File: src/rtl/fmc_cfg_pkg.sv
// Shared address map and FSM state types for the FMC frequency configuration controller.
package fmc_cfg_pkg;

    localparam logic [11:0] ADDR_CH1_FREQ_B0 = 12'h003;
    localparam logic [11:0] ADDR_CH2_FREQ_B0 = 12'h103;
    localparam logic [11:0] ADDR_CH1_EN      = 12'h02D;
    localparam logic [11:0] ADDR_CH2_EN      = 12'h12D;
    localparam logic [11:0] ADDR_SYNC_RST    = 12'h204;
    localparam logic [11:0] CH_OFFSET        = 12'h100;
    localparam int unsigned FREQ_BYTES       = 6;

    typedef enum logic {
        ST_IDLE,
        ST_PEND
    } stage_state_e;

    typedef enum logic {
        SYNC_IDLE,
        SYNC_ACTIVE
    } sync_state_e;

    function automatic logic in_freq_range(input logic [11:0] addr, input logic [11:0] base);
        return (addr >= base) && (addr < base + 12'(FREQ_BYTES));
    endfunction

endpackage

File: src/rtl/freq_word_stager.sv
// Per-channel tuning-word stager: byte-wise shadow, PEND FSM with timeout, atomic commit to active word.
module freq_word_stager
    import fmc_cfg_pkg::*;
#(
    parameter int unsigned COMMIT_TIMEOUT = 1024,
    parameter int unsigned FW             = 48
) (
    input  logic          clk_i,
    input  logic          rst_ni,
    input  logic          byte_wr_i,
    input  logic [2:0]    byte_sel_i,
    input  logic [7:0]    wdata_i,
    input  logic          boundary_i,
    input  logic          sync_commit_i,
    input  logic          sync_hold_i,
    output logic [FW-1:0] active_word_o,
    output logic          upd_o,
    output logic          pending_o
);

    localparam int unsigned     TW         = $clog2(COMMIT_TIMEOUT);
    localparam logic [TW-1:0]   TIMER_LAST = TW'(COMMIT_TIMEOUT - 1);
    localparam logic [2:0]      MSB_SEL    = 3'(FW / 8 - 1);

    stage_state_e  state_q, state_d;
    logic [FW-1:0] shadow_q, shadow_d;
    logic [FW-1:0] active_q, active_d;
    logic [TW-1:0] timer_q, timer_d;
    logic          upd_q, upd_d;
    logic          msb_wr;
    logic          commit_now;

    assign msb_wr = byte_wr_i && (byte_sel_i == MSB_SEL);

    // An MSB write in the same cycle as a boundary defers the commit to a later boundary.
    assign commit_now = (state_q == ST_PEND) && !msb_wr && !sync_hold_i &&
                        (boundary_i || (timer_q == TIMER_LAST));

    always_comb begin
        state_d  = state_q;
        shadow_d = shadow_q;
        active_d = active_q;
        timer_d  = timer_q;
        upd_d    = 1'b0;

        if (byte_wr_i) begin
            for (int unsigned b = 0; b < FW / 8; b++) begin
                if (byte_sel_i == 3'(b)) shadow_d[8*b +: 8] = wdata_i;
            end
        end

        if ((state_q == ST_PEND) && (timer_q != TIMER_LAST)) timer_d = timer_q + 1'b1;

        if (sync_commit_i || commit_now) begin
            active_d = shadow_q;
            upd_d    = 1'b1;
            state_d  = ST_IDLE;
            timer_d  = '0;
        end

        // MSB write re-arms pending even when a sync commit takes the older shadow.
        if (msb_wr) begin
            state_d = ST_PEND;
            timer_d = '0;
        end
    end

    always_ff @(posedge clk_i) begin
        if (!rst_ni) begin
            state_q  <= ST_IDLE;
            shadow_q <= '0;
            active_q <= '0;
            timer_q  <= '0;
            upd_q    <= 1'b0;
        end else begin
            state_q  <= state_d;
            shadow_q <= shadow_d;
            active_q <= active_d;
            timer_q  <= timer_d;
            upd_q    <= upd_d;
        end
    end

    assign active_word_o = active_q;
    assign upd_o         = upd_q;
    assign pending_o     = (state_q == ST_PEND);

endmodule

File: src/rtl/fmc_freq_cfg_ctrl.sv
// FMC register decode, two-channel tuning-word staging and global sync-reset control.
// Optional readback port enabled by defining FREQ_READBACK_EN.
module fmc_freq_cfg_ctrl
    import fmc_cfg_pkg::*;
#(
    parameter int unsigned COMMIT_TIMEOUT = 1024,
    parameter int unsigned SYNC_PULSE_LEN = 4,
    parameter int unsigned FW             = 48
) (
    input  logic          clk,
    input  logic          rst_n,
    input  logic          reg_wr,
    input  logic [11:0]   reg_addr,
    input  logic [7:0]    reg_wdata,
    input  logic [1:0]    ch_boundary,
    output logic [FW-1:0] ch1_freq_word,
    output logic [FW-1:0] ch2_freq_word,
    output logic [1:0]    freq_upd,
    output logic [1:0]    ch_en,
    output logic          phase_rst,
    output logic          busy
`ifdef FREQ_READBACK_EN
    ,
    input  logic [11:0]   rd_addr,
    output logic [7:0]    rd_data
`endif
);

    localparam int unsigned SW        = (SYNC_PULSE_LEN > 1) ? $clog2(SYNC_PULSE_LEN) : 1;
    localparam logic [SW-1:0] SYNC_LAST = SW'(SYNC_PULSE_LEN - 1);

    logic          ch1_hit, ch2_hit, sync_wr, sync_hold;
    logic [2:0]    ch1_sel, ch2_sel;
    logic [1:0]    pending;
    logic [1:0]    ch_en_q;
    logic          busy_q;
    sync_state_e   sync_state_q, sync_state_d;
    logic [SW-1:0] sync_cnt_q, sync_cnt_d;

    assign ch1_hit   = reg_wr && in_freq_range(reg_addr, ADDR_CH1_FREQ_B0);
    assign ch2_hit   = reg_wr && in_freq_range(reg_addr, ADDR_CH1_FREQ_B0 + CH_OFFSET);
    assign ch1_sel   = 3'(reg_addr - ADDR_CH1_FREQ_B0);
    assign ch2_sel   = 3'(reg_addr - ADDR_CH2_FREQ_B0);
    assign sync_wr   = reg_wr && (reg_addr == ADDR_SYNC_RST) && reg_wdata[0];
    assign sync_hold = (sync_state_q == SYNC_ACTIVE);

    freq_word_stager #(.COMMIT_TIMEOUT(COMMIT_TIMEOUT), .FW(FW)) u_stage_ch1 (
        .clk_i(clk), .rst_ni(rst_n), .byte_wr_i(ch1_hit), .byte_sel_i(ch1_sel),
        .wdata_i(reg_wdata), .boundary_i(ch_boundary[0]), .sync_commit_i(sync_wr),
        .sync_hold_i(sync_hold), .active_word_o(ch1_freq_word), .upd_o(freq_upd[0]),
        .pending_o(pending[0])
    );

    freq_word_stager #(.COMMIT_TIMEOUT(COMMIT_TIMEOUT), .FW(FW)) u_stage_ch2 (
        .clk_i(clk), .rst_ni(rst_n), .byte_wr_i(ch2_hit), .byte_sel_i(ch2_sel),
        .wdata_i(reg_wdata), .boundary_i(ch_boundary[1]), .sync_commit_i(sync_wr),
        .sync_hold_i(sync_hold), .active_word_o(ch2_freq_word), .upd_o(freq_upd[1]),
        .pending_o(pending[1])
    );

    // A repeated sync write while active restarts the pulse count.
    always_comb begin
        sync_state_d = sync_state_q;
        sync_cnt_d   = sync_cnt_q;
        case (sync_state_q)
            SYNC_IDLE:   ;
            SYNC_ACTIVE: begin
                if (sync_cnt_q == SYNC_LAST) sync_state_d = SYNC_IDLE;
                else                         sync_cnt_d   = sync_cnt_q + 1'b1;
            end
            default:     sync_state_d = SYNC_IDLE;
        endcase
        if (sync_wr) begin
            sync_state_d = SYNC_ACTIVE;
            sync_cnt_d   = '0;
        end
    end

    always_ff @(posedge clk) begin
        if (!rst_n) begin
            sync_state_q <= SYNC_IDLE;
            sync_cnt_q   <= '0;
            ch_en_q      <= '0;
            busy_q       <= 1'b0;
        end else begin
            sync_state_q <= sync_state_d;
            sync_cnt_q   <= sync_cnt_d;
            busy_q       <= (|pending) || sync_hold;
            if (reg_wr && (reg_addr == ADDR_CH1_EN)) ch_en_q[0] <= reg_wdata[0];
            if (reg_wr && (reg_addr == ADDR_CH2_EN)) ch_en_q[1] <= reg_wdata[0];
        end
    end

    assign ch_en     = ch_en_q;
    assign phase_rst = sync_hold;
    assign busy      = busy_q;

`ifdef FREQ_READBACK_EN
    logic [7:0] rd_data_q, rd_data_d;

    always_comb begin
        rd_data_d = '0;
        for (int unsigned b = 0; b < FW / 8; b++) begin
            if (rd_addr == ADDR_CH1_FREQ_B0 + 12'(b)) rd_data_d = ch1_freq_word[8*b +: 8];
            if (rd_addr == ADDR_CH2_FREQ_B0 + 12'(b)) rd_data_d = ch2_freq_word[8*b +: 8];
        end
        if (rd_addr == ADDR_CH1_EN) rd_data_d = {7'b0, ch_en_q[0]};
        if (rd_addr == ADDR_CH2_EN) rd_data_d = {7'b0, ch_en_q[1]};
    end

    always_ff @(posedge clk) begin
        if (!rst_n) rd_data_q <= '0;
        else        rd_data_q <= rd_data_d;
    end

    assign rd_data = rd_data_q;
`endif

endmodule

File: config.mk
export PLATFORM = sky130hd
export DESIGN_NAME = fmc_freq_cfg_ctrl
export DESIGN_NICKNAME = d
export VERILOG_FILES = /design/src/rtl/fmc_cfg_pkg.sv /design/src/rtl/freq_word_stager.sv /design/src/rtl/fmc_freq_cfg_ctrl.sv
export SDC_FILE = /design/constraint.sdc
export NUM_CORES = 1
export LEC_CHECK = 0
export CORE_MARGIN = 2
export CORE_UTILIZATION = 50
export DETAILED_ROUTE_END_ITERATION = 16
export MAX_ROUTING_LAYER = met4
export PLACE_DENSITY_LB_ADDON = 0.25
export SETUP_SLACK_MARGIN = 0.15
export SLEW_MARGIN = 20
export SYNTH_ARGS = -nofsm -noshare
export SYNTH_HDL_FRONTEND = slang
export SYNTH_HIERARCHICAL = 1
export SYNTH_SLANG_ARGS = --single-unit
File: constraint.sdc
create_clock -name clk -period 2.3 [get_ports clk]
set_input_delay 0.23 -clock clk [delete_from_list [all_inputs] [get_ports clk]]
set_output_delay 0.23 -clock clk [all_outputs]
set_load 0.1 [all_outputs]
==> metrics <==
status completed; Final min period 2.053 ns; via-per-instance ratio 5.502; biggest cell delay along the critical path 0.52 ns; first-pass GRT wire length 31640 um; simple-gate share of the synthesized area 15.66%; fraction of registers with async set/reset 0%; Ant. Diodes 0; CTS tree yes; clock power share 48.2%; Ports 127; Seq cells post-synth 222; cells along the critical path clkdlybuf4s50_1, inv_1, ha_1, nand3b_1, o21ai_1, and4b_1, and4b_2, nor3_4, a31o_4, buf_12, a22o_1; gpl congestion 0.7631; sequential fraction of design power 48.5%; Final Hold Vio Count 0; LEAKAGE 0.004025 uW; worst ir drop on vdd 0.3947 mV; routed wire length 20200 um; I/O Buffers 126; final non-filler cell area 10490 sq um; Slew HR 42.61%; Comb pwr share 3.3%; worst setup margin 0.2474 ns; drt first pass iters 5; critical path's slowest cell clkdlybuf4s50_1; Design Power 7928 uW; Arrival @ worst endpoint 2.47 ns; Max Cap Viol 0; top_reg_cell synth dfxtp_1; mux cell area share after synthesis 4.518%; Nets 959; clock latency at the later pin of the worst-skew pair 0.49 ns; Avg WL per Cell 17.45 um; Die Ht 132.0 um; Layout area overhead 27.93%; critical path peak fanout 25; Remaining DRCs 0; initial antenna violation count 0; clock skew 0.01168 ns; Pint 6326 uW; post-synthesis net count 813; unrepaired setup endpoints after global routing true; Netlist cell types 49; remaining global-route overflow 0; DR iter-0 viols 444; adder-cell share of the synthesized area 1.069%; Post-DP HPWL 13160 um; Die Footprint 17430 sq um; final worst-path cycle share 89.24%; Buf/Inv on CP 3; CP Launch Type input pin; post-synthesis instance area 8197 sq um; Total GRT Usage 22.38%; switch share 20.21%; total number of H-tree levels 1; DP Area 9593 sq um; CP top delay family buffers and inverters; Avg Inst Size Synth 10.50 sq um; layout cells sized above 1 22.08%; Synth Area in Compound Gates 20.62%; Final Max Slew Viols 0; largest family of logic cells by synthesized area compound AO/OA/AOI/OAI gates; Critical Path RT 2.72 ns; CTS Buf Count 23; clock root buffer clkbuf_16; largest net degree at the start of global routing 50; PD cells 756.1 nW/um^2; Worst-Margin Slew 0.8581 ns; Via Count 6371; Yosys warning total 6; Setup CP Type input pin to flip-flop; CTS Sinks 222; top cells by area, synth dfxtp_1 54%, a22o_1 10%, nand2_1 6.4%, a21boi_0 5.1%, mux2i_1 4.5%; final setup vio count 0; Crit. End Element flip-flop; fmax 0.4872 GHz; Yosys top cell by area dfxtp_1; Yosys top cell area share 54.22%; xor/xnor share of the synthesized area 0.4274%; Rows 46; sequential area share after synthesis 54.22%; Mapped Cells 781; clock buffer depth 3; starting density of the core 51.41%; class of the worst hold path input pin to flip-flop; die extent in x 132.0 um; CTS clk-pin slew, worst paths 0.06 ns; hold_buf cts 0; vias in the first global route 6202; Antenna Nets Post-Route 0; pre-CTS setup slack -0.3134 ns; register-to-register setup slack 0.38 ns; number of flops mapped to enable cells by yosys 0; core area 15940 sq um; switching power 1603 uW
## metal layers
metal | routed length (um) | vias to the layer above | track usage [%]
li1 | - | 3079 | -
met1 | 9026 | 3087 | 28.10
met2 | 10050 | 173 | 37.59
met3 | 857 | 32 | 3.345
met4 | 271 | 0 | 6.341
met5 | 0 | - | -
## Yosys cell counts (all sizes together) (7+ instances only)
| cell type | n |
|---|---|
| nand2 | 140 |
| clkbuf | 18 |
| nor3 | 11 |
| a22o | 96 |
| a21boi | 66 |
| nor2 | 15 |
| dfxtp | 222 |
| a21oi | 16 |
| and4 | 10 |
| nor2b | 33 |
| ha | 7 |
| buf | 26 |
| mux2i | 37 |
## worst paths after layout
| kind | from | to | cells past startpoint |
|---|---|---|---|
| setup / recovery | reg_addr[0] | u_stage_ch1/active_word_o[37]$_SDFFE_PN0P_ | 11 |
| hold / removal | rst_n | u_stage_ch1/pending_o$_SDFFE_PN0P_ | 3 |
| setup reg to reg | u_stage_ch1/timer_q[0]$_SDFFE_PP0P_ | u_stage_ch1/active_word_o[37]$_SDFFE_PN0P_ | 6 |
| hold reg to reg | u_stage_ch2/shadow_q[30]$_SDFFE_PN0P_ | u_stage_ch2/shadow_q[30]$_SDFFE_PN0P_ | 2 |
## registers in the layout, indices dropped and copies added, names as in the netlist, 2 cells and up
signal and count:
u_stage_ch1/timer_q 10, u_stage_ch2/timer_q 10, sync_cnt_q 2, u_stage_ch1/shadow_q 48, u_stage_ch1/active_word_o 48, u_stage_ch2/shadow_q 48, u_stage_ch2/active_word_o 48, ch_en 2
## metrics by stage
| stage | setup TNS (ns) | hold slack (ns) | utilization, % | std cells |
|---|---|---|---|---|
| after global routing | 0 | 0.3026 | 65.77 | 1158 |
| after floorplan | 0 | 0.3478 | - | 781 |
| final | 0 | 0.2816 | 65.77 | 1158 |
| after global placement | -31.72 | 0.4407 | 60.17 | 1116 |
| after detailed placement | -40.22 | 0.4503 | 60.17 | 1116 |
| after CTS | 0 | 0.2673 | 65.10 | 1156 |
## area by class of cell
cell class	count	area, sq um
clock buffers	29	628.1
clock inverters	11	157.7
fillers	1237	5456
inverters	6	22.52
multi-input cells	509	3547
flip-flops and latches	222	4444
well taps	216	270.3
repair buffers	165	1416
## placed cells by master, fill, tap and decap left out, types with 7 or more instances in the layout
cell	instances
a21oi_1	14
ha_1	7
nor2_1	13
a21boi_1	10
nor2b_1	33
a21boi_0	56
dfxtp_1	222
clkdlybuf4s50_1	23
clkbuf_16	25
nand2_1	140
buf_4	132
buf_12	7
and4_1	10
mux2i_1	37
a22o_1	96
nor3_1	9
## cells by family (layout without fill, tap and decap cells)
logic type | after synthesis | in the layout
multiplexers | 37 | 37
adder cells (fa/ha/maj) | 7 | 7
flip-flops | 222 | 222
AO/OA/AOI/OAI | 205 | 205
buffers and inverters | 50 | 211
AND/OR/NAND/NOR | 256 | 256
XOR/XNOR | 4 | 4
## tightest hold or removal path: stages
cell     delay [ns]
buf_2          0.30
nand2_1        0.14
a21oi_1        0.04
## repair_timing
action / CTS / global route
setup endpoints to repair: 0 / 137
gates resized for setup: 0 / 13
setup buffers: 0 / 0
## power groups by stage
stage / clock network [uW] / logic (uW) / registers, uW
floorplan: 0 / 116 / 3930
global placement: 0 / 250 / 3930
detailed placement: 0 / 255 / 3930
CTS: 3880 / 255 / 3840
global route: 4040 / 277 / 3840
finish: 3820 / 263 / 3840
(Power assumes the default switching activity.)
